**config.mk**
```make
export PLATFORM = sky130hd
export DESIGN_NAME = ov5640_power_seq
export DESIGN_NICKNAME = d
export VERILOG_FILES = /design/src/rtl/ov5640_pkg.sv /design/src/rtl/ov5640_power_seq_sync_2ff.sv /design/src/rtl/ov5640_power_seq.sv
export SDC_FILE = /design/constraint.sdc
export NUM_CORES = 1
export LEC_CHECK = 0
export BUFFER_PORTS_ARGS = -buffer_cell sky130_fd_sc_hd__buf_2
export CAP_MARGIN = 20
export CORE_MARGIN = 4
export CORE_UTILIZATION = 55
export CTS_CLUSTER_DIAMETER = 80
export DETAILED_ROUTE_END_ITERATION = 7
export GPL_TIMING_DRIVEN = 0
export PLACE_DENSITY = 0.73
export SLEW_MARGIN = 20
export SYNTH_ARGS = -nofsm -noshare
export SYNTH_HDL_FRONTEND = slang
export SYNTH_SLANG_ARGS = --single-unit
```
**constraint.sdc**
```tcl
create_clock -name sys_clk -period 2.45 [get_ports sys_clk]
set_clock_uncertainty 0.2 [all_clocks]
set_input_delay 0.49 -clock sys_clk [delete_from_list [all_inputs] [get_ports sys_clk]]
set_output_delay 0.49 -clock sys_clk [all_outputs]
set_load 0.005 [all_outputs]
```
**src/rtl/ov5640_pkg.sv**
```systemverilog
// Shared types and defaults for the OV5640 power-up sequencer.
// Holds state encodings, phase lengths, counter width and the output decode.
package ov5640_pkg;

  typedef enum logic [2:0] {
    ST_OFF    = 3'd0,
    ST_PWDN   = 3'd1,
    ST_RST    = 3'd2,
    ST_SETTLE = 3'd3,
    ST_DONE   = 3'd4
  } state_e;

  localparam int CNT_PWDN_DEF   = 300_000;
  localparam int CNT_RST_DEF    = 100_000;
  localparam int CNT_SETTLE_DEF = 1_050_000;
  localparam int CNT_W_DEF      = 21;

  typedef struct packed {
    logic pwdn;
    logic rst_n;
    logic xclk_en;
    logic done;
  } pwr_out_t;

  // Illegal codes decode to the safe OFF values.
  function automatic pwr_out_t decode(logic [2:0] s);
    pwr_out_t o;
    o = '{pwdn: 1'b1, rst_n: 1'b0, xclk_en: 1'b0, done: 1'b0};
    case (s)
      ST_PWDN:   o = '{1'b1, 1'b0, 1'b1, 1'b0};
      ST_RST:    o = '{1'b0, 1'b0, 1'b1, 1'b0};
      ST_SETTLE: o = '{1'b0, 1'b1, 1'b1, 1'b0};
      ST_DONE:   o = '{1'b0, 1'b1, 1'b1, 1'b1};
      default:   o = '{1'b1, 1'b0, 1'b0, 1'b0};
    endcase
    return o;
  endfunction

endpackage

```
**src/rtl/ov5640_power_seq_sync_2ff.sv**
```systemverilog
// Two-flop synchronizer for a single asynchronous level.
// Ports: clk_i, rst_i (async, active-high, clears to 0), d_i, q_o.
module sync_2ff (
  input  logic clk_i,
  input  logic rst_i,
  input  logic d_i,
  output logic q_o
);

  logic meta_q;
  logic sync_q;

  always_ff @(posedge clk_i or posedge rst_i) begin
    if (rst_i) begin
      meta_q <= 1'b0;
      sync_q <= 1'b0;
    end else begin
      meta_q <= d_i;
      sync_q <= meta_q;
    end
  end

  assign q_o = sync_q;

endmodule

```
**src/rtl/ov5640_power_seq.sv**
```systemverilog
// OV5640 power-up sequencer: PWDN phase, RESETB phase, settle, then done.
// Ports: sys_clk, sys_rst (async high), pwr_en (async level) in;
//        ov5640_pwdn, ov5640_rst_n, xclk_en, power_done, seq_state[2:0] out.
module ov5640_power_seq
  import ov5640_pkg::*;
#(
  parameter int CNT_PWDN   = CNT_PWDN_DEF,
  parameter int CNT_RST    = CNT_RST_DEF,
  parameter int CNT_SETTLE = CNT_SETTLE_DEF,
  parameter int CNT_W      = CNT_W_DEF
) (
  input  logic       sys_clk,
  input  logic       sys_rst,
  input  logic       pwr_en,
  output logic       ov5640_pwdn,
  output logic       ov5640_rst_n,
  output logic       xclk_en,
  output logic       power_done,
  output logic [2:0] seq_state
);

  localparam longint CNT_MAX = longint'(1) << CNT_W;

  if (CNT_PWDN < 1 || longint'(CNT_PWDN) > CNT_MAX ||
      CNT_RST < 1 || longint'(CNT_RST) > CNT_MAX ||
      CNT_SETTLE < 1 || longint'(CNT_SETTLE) > CNT_MAX) begin : g_bad_param
    $error("ov5640_power_seq: phase length out of range for CNT_W");
  end

  localparam logic [CNT_W-1:0] PWDN_LAST   = CNT_W'(CNT_PWDN - 1);
  localparam logic [CNT_W-1:0] RST_LAST    = CNT_W'(CNT_RST - 1);
  localparam logic [CNT_W-1:0] SETTLE_LAST = CNT_W'(CNT_SETTLE - 1);

  logic             pwr_en_s;
  logic [2:0]       state_q, state_d;
  logic [CNT_W-1:0] cnt_q, cnt_d;
  pwr_out_t         out_q;

  sync_2ff u_sync (
    .clk_i (sys_clk),
    .rst_i (sys_rst),
    .d_i   (pwr_en),
    .q_o   (pwr_en_s)
  );

  // Counter is zero on every state change, so each phase
  // lasts exactly its CNT_x edges.
  always_comb begin
    state_d = ST_OFF;
    cnt_d   = '0;
    if (pwr_en_s) begin
      case (state_q)
        ST_OFF: state_d = ST_PWDN;
        ST_PWDN: begin
          if (cnt_q == PWDN_LAST) begin
            state_d = ST_RST;
          end else begin
            state_d = ST_PWDN;
            cnt_d   = cnt_q + 1'b1;
          end
        end
        ST_RST: begin
          if (cnt_q == RST_LAST) begin
            state_d = ST_SETTLE;
          end else begin
            state_d = ST_RST;
            cnt_d   = cnt_q + 1'b1;
          end
        end
        ST_SETTLE: begin
          if (cnt_q == SETTLE_LAST) begin
            state_d = ST_DONE;
          end else begin
            state_d = ST_SETTLE;
            cnt_d   = cnt_q + 1'b1;
          end
        end
        ST_DONE: state_d = ST_DONE;
        default: state_d = ST_OFF;
      endcase
    end
  end

  // Outputs decode the next state so they switch with the state register.
  always_ff @(posedge sys_clk or posedge sys_rst) begin
    if (sys_rst) begin
      state_q <= ST_OFF;
      cnt_q   <= '0;
      out_q   <= decode(ST_OFF);
    end else begin
      state_q <= state_d;
      cnt_q   <= cnt_d;
      out_q   <= decode(state_d);
    end
  end

  assign ov5640_pwdn  = out_q.pwdn;
  assign ov5640_rst_n = out_q.rst_n;
  assign xclk_en      = out_q.xclk_en;
  assign power_done   = out_q.done;
  assign seq_state    = state_q;

endmodule

```
==> key figures <==
Routing
  • Initial DRC Count: between 80 and 90
  • WL per Instance: 17.6 um
  • DR pass1 iterations: 4
  • Number of vias in the routed layout: 1229
  • Via density per instance: between 6 and 7
  • Wirelength, routed: 3510 um
  • Remaining number of nets flagged by the antenna check after routing: 0
  • Number of remaining DRC errors: 0

Layout
  • Layout overhead on the synthesized area: 8.78%
  • Filler-free cell count of the finished design: 200
  • Final Net Count: 172
  • Proportion of layout cells with a drive suffix above 1: between 20% and 30%
  • Antenna diode count: 0
  • Commonest cells after routing, fill and taps aside: 29 x dfrtp_1, 10 x nor3_1, 10 x nand3_1, 10 x xor2_1, 10 x nor4_2
  • Commonest non-fill, non-tap cell in the layout: dfrtp_1
  • Number of inserted filler cells in the final layout: 233

Global routing
  • Wire length of the first global-routing pass: 6310 um
  • Overflow left after global routing: 0
  • Tot GR Track Use: 20.4%
  • Initial antenna violation count: 0
  • Number of global-route vias before repair: 1299
  • Maximum number of pins on one net before global-route repair: 31

Power and ir drop
  • Worst-case vdd ir drop: between 0.4 and 0.5 mV
  • Leakage power figure: 0.742 nW
  • Pwr per Cell Area: just over 500 nW/um^2

STA
  • Final number of hold-violating endpoints: 0
  • Post-route setup TNS: 0 ns
  • Slew margin rel.: 45.8%
  • Endpoints failing setup: 0
  • Setup repair after global routing missed its margin: no
  • Post-layout min period: 2.28 ns
  • Crit share post-route: 92.9%
  • Slew at the pin closest to its max-slew limit: 0.813 ns
  • Final setup slack of the worst path: 0.175 ns
  • Hold Worst Slack: 0.0133 ns
  • Maximum clock rate: 439 MHz
  • Max-slew violation count: 0

Floorplanning
  • Number of top-level design ports: 10
  • Die span in x: 63.3 um
  • Effective utilization at floorplan: 59.4%
  • Die area: around 4000 um^2
  • Number of rows in the core area: 19
  • Die span in y: 63.3 um
  • Placeable Area: 2830 um^2

Clock tree
  • CTS tree: yes
  • Clock H-tree levels: 2
  • Number of buffers between clock root and the deepest sink: 2
  • Clock latency at the later pin of the worst-skew pair: ~0.33 ns
  • Total clock buffers created by CTS: 5
  • Clk Tree Root Cell: clkbuf_4
  • Number of sinks handled by clock tree synthesis: 30
  • CTS clk-pin slew, worst paths: 0.10 ns
  • Number of setup buffers added after CTS: 0
  • Post-CTS Hold Buffers: 0
  • Post-CTS Resized: 0

Worst setup path
  • Crit path required time: around 2.4 ns
  • Arrival time at the worst endpoint: 2.26 ns
  • Crit path max fanout: 10
  • Worst setup path class: reg -> reg
  • Worst r2r path cells: 8
  • Capturing element type of the critical path: flop
  • CP startpoint kind: flop

Placement
  • Post-placement worst setup slack: 0.232 ns
  • Total placed cells including tap cells: around 190
  • HPWL Detailed: 2470 um
  • Port bufs: 9
  • Final weighted congestion of routability-driven global placement: 0.856

Status
  • Status: complete, no violations

Yosys
  • Post-synth EDFFs: 0
  • Fraction of synthesis flops using an asynchronous set or reset pin: 100%
  • Yosys reg bits: 30
  • Post-Synthesis Net Count: about 160
  • Gate count after technology mapping: 152
  • Number of synthesis warnings: 0
  • Synth unique cells: 41
  • Synthesized cell area: 1680 um^2
  • Mean instance size in the synthesized netlist: approximately 11 um^2
  • Share of synthesized area occupied by flip-flops and latches: 44.7%
  • Top_reg_cell synth: dfrtp_1

Run
  • Max-cap viol count: 0

Hold path
  • Hold/Removal Path Class: in -> async
-- layer usage --
metal | global-route usage [%] | wire length (um)
met2 | 33.6 | 1740
met5 | 0 | 0
met3 | 5.86 | 155
met1 | 25.5 | 1560
met4 | 7.28 | 50
-- state kept, by name, indices dropped and copies added (netlist names) --
| register | count |
|---|---|
| cnt_q | 21 |
| seq_state | 3 |
| ov5640_pwdn | 1 |
| ov5640_rst_n | 1 |
| power_done | 1 |
| u_sync.meta_q | 1 |
| u_sync.q_o | 1 |
| xclk_en | 1 |
-- logic make-up after synthesis --
group | synth area share, %
and+or+nand+nor | 34.5
buffers and inverters | 5.21
DFF | 44.7
AOI/OAI and AO/OA | 4.31
muxes | 0.670
xor gates and xnor gates | 9.90
adders and majority gates | 0.744
-- worst max-delay path: stages, from the launching register on --
cell	delay, ns
dfrtp_1	0.44
ha_1	0.26
and3_1	0.23
nand4_1	0.23
o21ai_1	0.24
and3_1	0.20
buf_6	0.13
buf_12	0.15
nor4_2	0.05
-- cells in the mapped netlist (all sizes together), types with 2 or more instances --
master / instances / area [um^2]
nor2: 6 / 25.0
dfrtp: 29 / 726
nor3: 11 / 60.1
inv: 8 / 30.0
buf: 4 / 46.3
nand3: 11 / 60.1
o21ai: 3 / 18.8
xnor2: 9 / 78.8
nand4: 7 / 56.3
nand2b: 2 / 12.5
nor4b: 2 / 17.5
nor4: 18 / 235
and3: 4 / 26.3
nand2: 8 / 30.0
o31ai: 3 / 22.5
xor2: 10 / 87.6
nand3b: 2 / 15.0
clkbuf: 3 / 11.3
-- path summary, 6_finish.rpt --
| check | from | end | slack, ns |
|---|---|---|---|
| worst max-delay path | cnt_q[0]$_DFF_PP0_ | cnt_q[8]$_DFF_PP0_ | 0.17 |
| worst min-delay path | sys_rst | seq_state[0]$_DFF_PP0_ | 0.01 |
| worst max register to register | cnt_q[0]$_DFF_PP0_ | cnt_q[8]$_DFF_PP0_ | 0.17 |
| worst min register to register | u_sync.meta_q$_DFF_PP0_ | u_sync.q_o$_DFF_PP0_ | 0.17 |
| max in group asynchronous | sys_rst | cnt_q[9]$_DFF_PP0_ | 1.63 |
| min in group sys_clk | pwr_en | u_sync.meta_q$_DFF_PP0_ | 0.06 |
-- per-stage QoR --
step / utilization [%] / power [W] / area [um^2]
final: 64.7 / 0.000946 / 1830
after global routing: 64.7 / 0.00100 / 1830
after CTS: 64.7 / 0.000960 / 1830
after detailed placement: 62.4 / 0.000643 / 1770
after global placement: 62.4 / 0.000638 / 1770
after floorplan: - / 0.000613 / 1680
-- power by group --
group	internal, W	switching (W)	leakage, nW
Combinational	0.0000409	0.0000770	0.301
Sequential	0.000502	0.0000100	0.406
Clock	0.000138	0.000178	0.0343
-- cell type report --
cell class	instances	area (um^2)	share of cell area [%]
Sequential cell	30	752	41.1
Timing Repair Buffer	9	45.0	2.46
Clock inverter	2	12.5	0.684
Multi-Input combinational cell	107	842	46.0
Buffer	7	57.6	3.15
Inverter	8	30.0	1.64
Clock buffer	6	51.3	2.80
Tap cell	31	38.8	2.12
No activity file was read; power rests on OpenSTA's default activity.
